===== config.mk =====
export PLATFORM = sky130hd
export DESIGN_NAME = sample_mixer_stage
export DESIGN_NICKNAME = d
export VERILOG_FILES = /design/src/rtl/sample_mixer_stage.sv
export SDC_FILE = /design/constraint.sdc
export NUM_CORES = 1
export LEC_CHECK = 0
export BUFFER_PORTS_ARGS = -buffer_cell sky130_fd_sc_hd__buf_2
export CAP_MARGIN = 20
export CORE_ASPECT_RATIO = 1.2
export CORE_UTILIZATION = 55
export DETAILED_ROUTE_END_ITERATION = 8
export GPL_ROUTABILITY_DRIVEN = 0
export PLACE_DENSITY = 0.77
export SYNTH_ARGS = -nofsm -noshare
export SYNTH_HDL_FRONTEND = slang
export SYNTH_SLANG_ARGS = --single-unit

===== constraint.sdc =====
create_clock -name mclk -period 11.24 [get_ports mclk]
set_input_delay 2.248 -clock mclk [delete_from_list [all_inputs] [get_ports mclk]]
set_output_delay 2.248 -clock mclk [all_outputs]
set_load 0.02 [all_outputs]

===== src/rtl/sample_mixer_stage.sv =====
// sample_mixer_stage: clip + player sample mixer with per-source and master shift attenuation
module sample_mixer_stage #(
  parameter int SAMPLE_BITS = 16,
  parameter int ADDR_BITS   = 8,
  parameter int VOLUME_BITS = 8,
  parameter int P_TIMEOUT   = 64
) (
  input  logic                   mclk,
  input  logic                   rstn,
  input  logic                   req,
  input  logic [ADDR_BITS-1:0]   req_index,
  output logic                   buf_rd,
  output logic [ADDR_BITS-1:0]   buf_addr,
  input  logic [SAMPLE_BITS-1:0] buf_data,
  input  logic [SAMPLE_BITS-1:0] p_sample,
  input  logic                   p_valid,
  output logic                   p_ready,
  input  logic [VOLUME_BITS-1:0] bram_vol,
  input  logic [VOLUME_BITS-1:0] player_vol,
  input  logic [VOLUME_BITS-1:0] master_vol,
  output logic [SAMPLE_BITS-1:0] out_sample,
  output logic                   out_valid,
  output logic                   busy,
  output logic [15:0]            clip_cnt,
  output logic [15:0]            drop_cnt
);
  localparam int TW = $clog2(P_TIMEOUT + 1);
  typedef enum logic [2:0] {IDLE, RD, PLAY, MIX, OUT} state_t;
  state_t state, state_nx;
  logic [ADDR_BITS-1:0] idx;
  logic [VOLUME_BITS-1:0] bv, pv, mv;
  logic signed [SAMPLE_BITS-1:0] b, p, sat;
  logic signed [SAMPLE_BITS:0] be, pe, sum;
  logic [TW-1:0] tmr;
  logic timeout, clip;
  logic [1:0] drop_n;
  function automatic logic [15:0] sat_inc(input logic [15:0] c, input logic [1:0] n);
    logic [16:0] s;
    s = {1'b0, c} + 17'(n);
    return s[16] ? 16'hFFFF : s[15:0];
  endfunction
  always_comb begin
    timeout = state == PLAY && !p_valid && tmr == TW'(P_TIMEOUT);
    busy = state != IDLE;
    buf_rd = state == RD;
    buf_addr = buf_rd ? idx : '0;
    p_ready = state == PLAY;
    out_valid = state == OUT;
    drop_n = {1'b0, req & busy} + {1'b0, timeout};
    be = $signed({b[SAMPLE_BITS-1], b}) >>> bv;
    pe = $signed({p[SAMPLE_BITS-1], p}) >>> pv;
    sum = be + pe;
    clip = sum[SAMPLE_BITS] != sum[SAMPLE_BITS-1];
    sat = clip ? {sum[SAMPLE_BITS], {(SAMPLE_BITS-1){~sum[SAMPLE_BITS]}}} : sum[SAMPLE_BITS-1:0];
  end
  always_comb begin
    state_nx = state;
    case (state)
      IDLE:    state_nx = req ? RD : IDLE;
      RD:      state_nx = PLAY;
      PLAY:    state_nx = (p_valid || timeout) ? MIX : PLAY;
      MIX:     state_nx = OUT;
      default: state_nx = IDLE;
    endcase
  end
  always_ff @(posedge mclk or negedge rstn)
    if (!rstn) state <= IDLE;
    else state <= state_nx;
  always_ff @(posedge mclk or negedge rstn)
    if (!rstn) begin
      idx <= '0;
      bv <= '0;
      pv <= '0;
      mv <= '0;
      b <= '0;
      p <= '0;
      tmr <= '0;
      out_sample <= '0;
      clip_cnt <= '0;
      drop_cnt <= '0;
    end else begin
      if (state == IDLE && req) begin
        idx <= req_index;
        bv <= bram_vol;
        pv <= player_vol;
        mv <= master_vol;
      end
      tmr <= state == PLAY ? tmr + TW'(1) : '0;
      if (state == PLAY && tmr == '0) b <= buf_data;
      // a timeout leaves p at 0 because p_valid was low on the final PLAY cycle
      if (state == PLAY) p <= p_valid ? p_sample : '0;
      if (state == MIX) begin
        out_sample <= sat >>> mv;
        clip_cnt <= sat_inc(clip_cnt, {1'b0, clip});
      end
      drop_cnt <= sat_inc(drop_cnt, drop_n);
    end
endmodule


# Yosys cells after proc, flatten, opt, wreduce, memory -nomap -nowiden
# Cells that the tools add are included.
# Widths: inputs -> output; s select.
dict set report classes {
  reduce_logical 9
  n_eq_ne 6
  bitwise 2
  shifts 3
  add_sub_neg 5
  muxes 9
}
# cell n
set ops {}
lappend ops {{$mux 16} 4}
lappend ops {{$sshr 16x8->17} 2}
lappend ops {{$add 16x1->17} 1}
lappend ops {{$add 16x2->17} 1}
lappend ops {{$add 17x17->17} 1}
lappend ops {{$sshr 16x8->16} 1}
lappend ops {{$pmux 3 s4} 1}
lappend ops {{$mux 8} 1}
lappend ops {{$add 7x1->7 const B} 1}
lappend ops {{$eq 7x7->1 const B} 1}
lappend ops {{$logic_not 7->1} 1}
lappend ops {{$mux 7} 1}
lappend ops {{$eq 3x2->1 const B} 2}
lappend ops {{$logic_and 1x1->1} 4}
lappend ops {{$eq 3x1->1 const B} 1}
lappend ops {{$eq 3x3->1 const B} 1}
lappend ops {{$logic_not 3->1} 1}
lappend ops {{$reduce_bool 3->1} 1}
lappend ops {{$add 1x1->2} 1}
lappend ops {{$mux 1} 2}
lappend ops {{$and 1x1->1} 1}
lappend ops {{$logic_not 1->1} 1}
lappend ops {{$logic_or 1x1->1} 1}
lappend ops {{$ne 1x1->1} 1}
lappend ops {{$not 1->1} 1}
dict set report word_totals {
  inputBits 68
  output_inout_bits 60
  wordCells 45
  reg_bits 122
}

# Depth between registers and ports, before layout
# Gate-level depths: netlist (run 1).
dict set report logic_depth {
  ltp_word 6
  ltp_mapped 25
  depth_no_buf 23
}

# Worst setup path after synthesis (run 1)
# OpenSTA, ideal clock, no wires.
dict set report synth_path {
  kind {reg-to-reg}
  from {reg bv[0]}
  to {reg clip_cnt[8]}
  period_less_slack_ns 4.867
  slack_ns 6.373
  setup_time_ns 0.083
  t_required_ns 11.157
  stages_incl_launch_ff 25
  t_arrival_ns 4.785
  n_path_buf 4
  cell_sequence {dfrtp_1 clkbuf_1 buf_2 mux2i_1 a21o_1 nor2_1 a21oi_1 a21oi_1 o21ai_0 a21oi_1 ha_1 fa_1 a211oi_2 o211a_1 nor3_2 nor2_1 buf_2 xnor2_1 ha_1 nand3_1 nor3_1 and4_1 nand2b_1 clkbuf_1 o21ai_0}
}
dict set report synth_via {
  elab_chain_len 5
}
# item line
set synth_lines {}
lappend synth_lines {{start, declared} 31} ;# logic [VOLUME_BITS-1:0] bv, pv, mv;
lappend synth_lines {{start signal, assigned} 84} ;# bv <= bram_vol;
lappend synth_lines {{$sshr 16x8->17} 50} ;# be = $signed({b[SAMPLE_BITS-1], b}) >>> bv;
lappend synth_lines {{$add 17x17->17} 52} ;# sum = be + pe;
lappend synth_lines {{$ne 1x1->1} 53} ;# clip = sum[SAMPLE_BITS] != sum[SAMPLE_BITS-1];
lappend synth_lines {{$add 16x1->17} 39} ;# s = {1'b0, c} + 17'(n);
lappend synth_lines {{$mux 16} 40} ;# return s[16] ? 16'hFFFF : s[15:0];
lappend synth_lines {{end signal, assigned} 94} ;# clip_cnt <= sat_inc(clip_cnt, {1'b0, clip});
lappend synth_lines {{end, declared} 24} ;# output logic [15:0] clip_cnt,
# No other way between the ends.
# A chain may end at the register's enable or synchronous reset.

# Worst setup path in the final report (run 1)
dict set report layout_path {
  from {reg bv[7]}
  to {reg clip_cnt[7]}
}
# Same word-level chain as after synthesis.

==> results of run 1 <==
-- registers in the layout, summed over array words and instances, names as in the netlist --
signal,flops
bv,8
drop_cnt,16
clip_cnt,16
state,3
mv,8
b,16
out_sample,16
idx,8
tmr,7
p,16
pv,8
-- worst max-delay path by stage --
stage                from           to  depth (start not counted)
finish              bv[7]  clip_cnt[7]                         21
global route        pv[6]  clip_cnt[7]                         22
CTS                 bv[7]  clip_cnt[7]                         21
detailed placement  pv[6]  clip_cnt[7]                         22
global placement    pv[7]  clip_cnt[7]                         22
floorplan           bv[0]  clip_cnt[8]                         24
-- kinds of logic after synthesis --
kind of cell	Yosys count	synth area share, %
buffers and inverters	77	3.65
flip-flops	122	35.5
XOR/XNOR	35	3.56
adder cells (fa/ha/maj)	24	3.65
AND/OR/NAND/NOR	342	19.1
multiplexers	109	13.5
AO/OA/AOI/OAI	276	21.1
-- metal layers --
layer  GRT usage [%]  routed length [microns]
met1            33.0                     8740
met5               0                        0
met2            44.1                    10000
met4            11.3                      624
met3            5.16                     1070
-- through the flow --
| stage | hold WS, ns | utilization [%] | instances |
|---|---|---|---|
| finish | 0.460 | 65.5 | 1295 |
| global route | 0.493 | 65.5 | 1295 |
| CTS | 0.467 | 65.4 | 1294 |
| detailed placement | 0.454 | 61.4 | 1262 |
| global placement | 0.446 | 61.4 | 1262 |
| floorplan | 0.438 | - | 985 |
-- area by class of cell --
| cell class | count | area, sq um | share of cell area [%] |
|---|---|---|---|
| multi-input combinational | 786 | 5250 | 53.0 |
| sequential | 122 | 3050 | 30.8 |
| timing repair buffer | 132 | 676 | 6.81 |
| clock buffer | 19 | 443 | 4.47 |
| tap | 204 | 255 | 2.57 |
| clock inverter | 13 | 168 | 1.69 |
| inverter | 19 | 71.3 | 0.719 |
-- critical path, delay by kind of cell (launching register included) --
family / cells / cell delay [ns]
adder cells (fa/ha/maj): 2 / 0.50
multiplexers: 2 / 0.42
AND/OR/NAND/NOR: 9 / 2.84
AO/OA/AOI/OAI: 7 / 1.56
flip-flops: 1 / 0.40
XOR/XNOR: 1 / 0.23
-- synthesized netlist by cell type (4+ instances only) --
cell type  instances  area share, %
dfrtp_1          122             35
nand2_1          117            5.1
a21oi_1           87            5.1
nor2_1            84            3.7
o21ai_0           69            4.0
mux2_2            56            7.3
mux2i_1           53            6.2
clkbuf_1          45            2.0
nand3_1           42            2.4
ha_1              21            3.1
a211oi_1          20            1.7
a21o_1            19            1.7
xnor2_1           19            1.9
nor3_1            18            1.0
xor2_1            16            1.6
and2_1            13           0.94
and3_1            13           0.94
inv_1             13           0.57
buf_2              8           0.46
nor2b_1            7           0.51
a31oi_1            6           0.44
nand4_1            6           0.44
o21a_1             6           0.52
or3_1              6           0.44
o211ai_1           5           0.44
o22ai_1            5           0.36
a211oi_2           4           0.58
clkinv_1           4           0.17
nor4_1             4           0.29
o21ai_2            4           0.41
o31ai_1            4           0.35
or2_2              4           0.29
==> results.cfg, run 1 <==
[global_route]
grt_max_degree = 70
overflow = 0
track_usage_pct = 26.5
grt_pass1_wl_mm = 34.0
grt_pass1_vias = 7165
grt_antenna_before_repair = 0

[worst_hold_path]
hold_path.class = reg -> reg
hold_start = out_sample[14]
hold_path_end = out_sample[14]
hold_depth = 2

[critical_path]
cpMaxStageDelayCell = nor2_1
end_kind = flip-flop
worstSetupPathType = reg -> reg
startpoint_type = flip-flop
cp_max_fo = 15
worstPathArrival_ns = 6.39
r2r_end = clip_cnt[7]
path_cells = nor2_1 > nor2_1 > a21oi_1 > mux2i_1 > mux2_2 > nand2_1 > o21ai_0 > a21oi_1 > ha_1 > a211oi_2 > o21ai_2 > a21oi_2 > nor3_1 > or3_4 > xnor2_1 > ha_1 > nand3_1 > nor3_1 > and4_1 > nand2b_1 > o21ai_0
slowest_delay_ns = 0.72
r2r_cells = 21
r2r-start = bv[7]
r2r_setup_slack_ns = 5.19
cp.required_ns = 11.58

[yosys]
synth_nets = 1076
synth_edf_count = 0
synthArstFlopShare_pct = 100
ys_seq_elements = 122
ys.warnings.count = 0
syn_avg_cell_area_sq_um = 8.74
synth.distinct_cells = 86
synth_ff_type = dfrtp_1
synthCells = 985
ys_seq_area_share_pct = 35.5
syn_area_sq_um = 8610

[sta]
clock_skew_ns = 0.00902
grt_setup_unrepaired = false
slew_headroom_pct = 31.7
slew_violations = 0
worstMarginPinSlew_ns = 1.02
fin_ws_ns = 5.19
fin_crit_sh_pct = 53.9
setup-tns-final_ns = 0
setup_viol = 0
max_freq_ghz = 0.165
hold_violations = 0
fin_crit_ns = 6.05

[layout]
fillers = 1288
fin_nets = 1169
final_common_cell = buf_2
drive_gt1_share_pct = 24.1
insertedDiodeCount = 0
layout_common_cells = 126 x buf_2, 122 x dfrtp_1, 117 x nand2_1
fin_area_sq_um = 9920
syn2layout_area_growth_pct = 15.2

[drt]
postRouteAntennaNets = 0
remaining_drc_errors = 0
drtIter0Drc = 483
via_per_inst = 5.92
first_pass_iters = 5
wirelength_mm = 20.4
wl_per_cell_microns = 15.8
vias = 7661

[status]
status = finished, final reports clean

[placed_design]
pre_cts_slack_ns = 5.26
io_buffers = 127
place_area_sq_um = 9300
dp_hpwl_mm = 14.8

[clock_tree]
root_buffer = clkbuf_16
clock_path_buffers = 2
clk_pin_slew_ns = 0.06
h-tree-depth = 4
cts_buffers = 17
cts_repair_resize_count = 0
clock-sinks = 122
cts_tree = built
clock_latency_ns = 0.42
post_cts_buffers = 0
cts_hold_buf = 0

[die]
die-area_sq_um = 16200
core_sq_um = 15100
start_util_pct = 56.9
num_rows = 49
pin_count = 128
die_h_microns = 139
die_w_microns = 116

[flow_run]
drv_cap = 0
Power of run 1 is left out: the tool's default activity adds up to more than one toggle a clock period on the data nets, which glitch-free logic cannot reach.
==> run 2, diff against run 1 <==
==> constraint.sdc (replaced) <==
create_clock -name mclk -period 6.1 [get_ports mclk]
set_input_delay 1.22 -clock mclk [delete_from_list [all_inputs] [get_ports mclk]]
set_output_delay 1.22 -clock mclk [all_outputs]
set_load 0.02 [all_outputs]
==> results.cfg, run 2 (synthesized netlist as in run 1, its figures left out) <==
[global_route]
track_usage_pct = 26.6
grt_pass1_vias = 7278
overflow = 0
grt_antenna_before_repair = 0
grt_max_degree = 69
grt_pass1_wl_mm = 34.3

[sta]
setup-tns-final_ns = 0
slew_headroom_pct = 33.0
setup_viol = 0
fin_crit_ns = 5.43
worstMarginPinSlew_ns = 1.00
clock_skew_ns = 0.0103
hold_violations = 0
grt_setup_unrepaired = false
slew_violations = 0
max_freq_ghz = 0.184
fin_crit_sh_pct = 89.0
holdWs_ns = 0.472

[die]
pin_count = 128
core_sq_um = 15100
die_h_microns = 139
start_util_pct = 56.9
die-area_sq_um = 16200
num_rows = 49
die_w_microns = 116

[clock_tree]
clk_pin_slew_ns = 0.06
post_cts_buffers = 0
clock-sinks = 122
clock_path_buffers = 2
clock_latency_ns = 0.42
h-tree-depth = 4
cts_tree = built
cts_buffers = 17
cts_hold_buf = 0
cts_repair_resize_count = 0
root_buffer = clkbuf_16

[layout]
fillers = 1279
layout_common_cells = 126 x buf_2, 122 x dfrtp_1, 117 x nand2_1
insertedDiodeCount = 0
final_cells = 1305
drive_gt1_share_pct = 24.9
syn2layout_area_growth_pct = 16.1
ff_latch_area_sq_um = 3050
multi_input_area_sq_um = 5250
postLayoutCoreUtil_pct = 66.0
fin_nets = 1179
final_common_cell = buf_2

[flow_run]
drv_cap = 0

[drt]
via_per_inst = 5.94
wl_per_cell_microns = 15.6
first_pass_iters = 5
vias = 7746
postRouteAntennaNets = 0
remaining_drc_errors = 0
wirelength_mm = 20.4
drtIter0Drc = 569

[critical_path]
cp_max_fo = 15
cpMaxStageDelayCell = nor2_1
worstSetupPathType = reg -> reg
slowest_delay_ns = 0.61
worstPathArrival_ns = 5.77
cp.required_ns = 6.44
startpoint_type = flip-flop
path_cells = nor2_1 > buf_4 > nor2_1 > a21oi_1 > mux2_2 > mux2i_1 > nand2_1 > o21ai_0 > a21oi_1 > ha_1 > o211ai_2 > o21ai_2 > a21oi_2 > nor3_1 > or3_4 > xnor2_1 > ha_1 > nand3_1 > nor3_1 > and4_1 > nand2b_1 > o21ai_0
end_kind = flip-flop

[placed_design]
io_buffers = 127
placed_cells = 1273
dp_hpwl_mm = 15.0

[worst_hold_path]
hold_path.class = reg -> reg

[status]
status = finished, final reports clean
==> run 2: changes by cell type in the layout (fill, tap and decap cells not counted) <==
| cell | previous run | this run |
|---|---|---|
| buf_4 | 5 | 16 |
| clkbuf_1 | 1 | 0 |
| clkbuf_4 | 1 | 0 |
| clkbuf_8 | 1 | 0 |
| clkinv_4 | 4 | 3 |
| clkinvlp_4 | 2 | 1 |
| inv_6 | 2 | 5 |
| inv_8 | 0 | 1 |
==> run 2: worst max-delay path, delay by kind of cell (launching register included) <==
family | cells | cell delay [ns]
multiplexers | 2 | 0.53
adder cells (fa/ha/maj) | 2 | 0.57
XOR/XNOR | 1 | 0.14
flip-flops | 1 | 0.39
AND/OR/NAND/NOR | 9 | 2.48
buffers and inverters | 1 | 0.18
AO/OA/AOI/OAI | 7 | 1.06
==> run 2: final timing paths <==
check / start / endpoint / slack, ns / depth (start not counted)
worst max-delay path: bv[7] / clip_cnt[8] / 0.67 / 22
worst min-delay path: tmr[0] / tmr[0] / 0.47 / 1
worst max register to register: bv[7] / clip_cnt[8] / 0.67 / 22
worst min register to register: tmr[0] / tmr[0] / 0.47 / 1
max in group asynchronous: rstn / drop_cnt[8] / 3.96 / 2
min in group asynchronous: rstn / clip_cnt[12] / 0.83 / 1
==> run 2: area by class of cell <==
cell class                 instances  area share (%)
timing repair buffer             142            7.51
clock inverter                    15            1.89
sequential                       122            30.5
tap                              204            2.55
clock buffer                      17            4.26
multi-input combinational        786            52.5
inverter                          19           0.713
==> run 2: metal layers <==
metal | global-route usage [%] | share of wire (%) | up-vias | wire, microns
met5 | 0 | 0 | - | 0
met4 | 12.2 | 3.0 | 0 | 614
met3 | 5.11 | 4.1 | 41 | 834
met2 | 44.3 | 50 | 238 | 10200
met1 | 32.8 | 43 | 3665 | 8700
li1 | - | - | 3802 | -
==> run 2: through the flow <==
stage / setup WS (ns) / area (sq um)
floorplan: 1.23 / 8610
global placement: 0.855 / 9380
detailed placement: 0.726 / 9380
CTS: 0.673 / 10000
global route: 0.115 / 10000
finish: 0.669 / 10000
Power of run 2 is left out for the same reason.
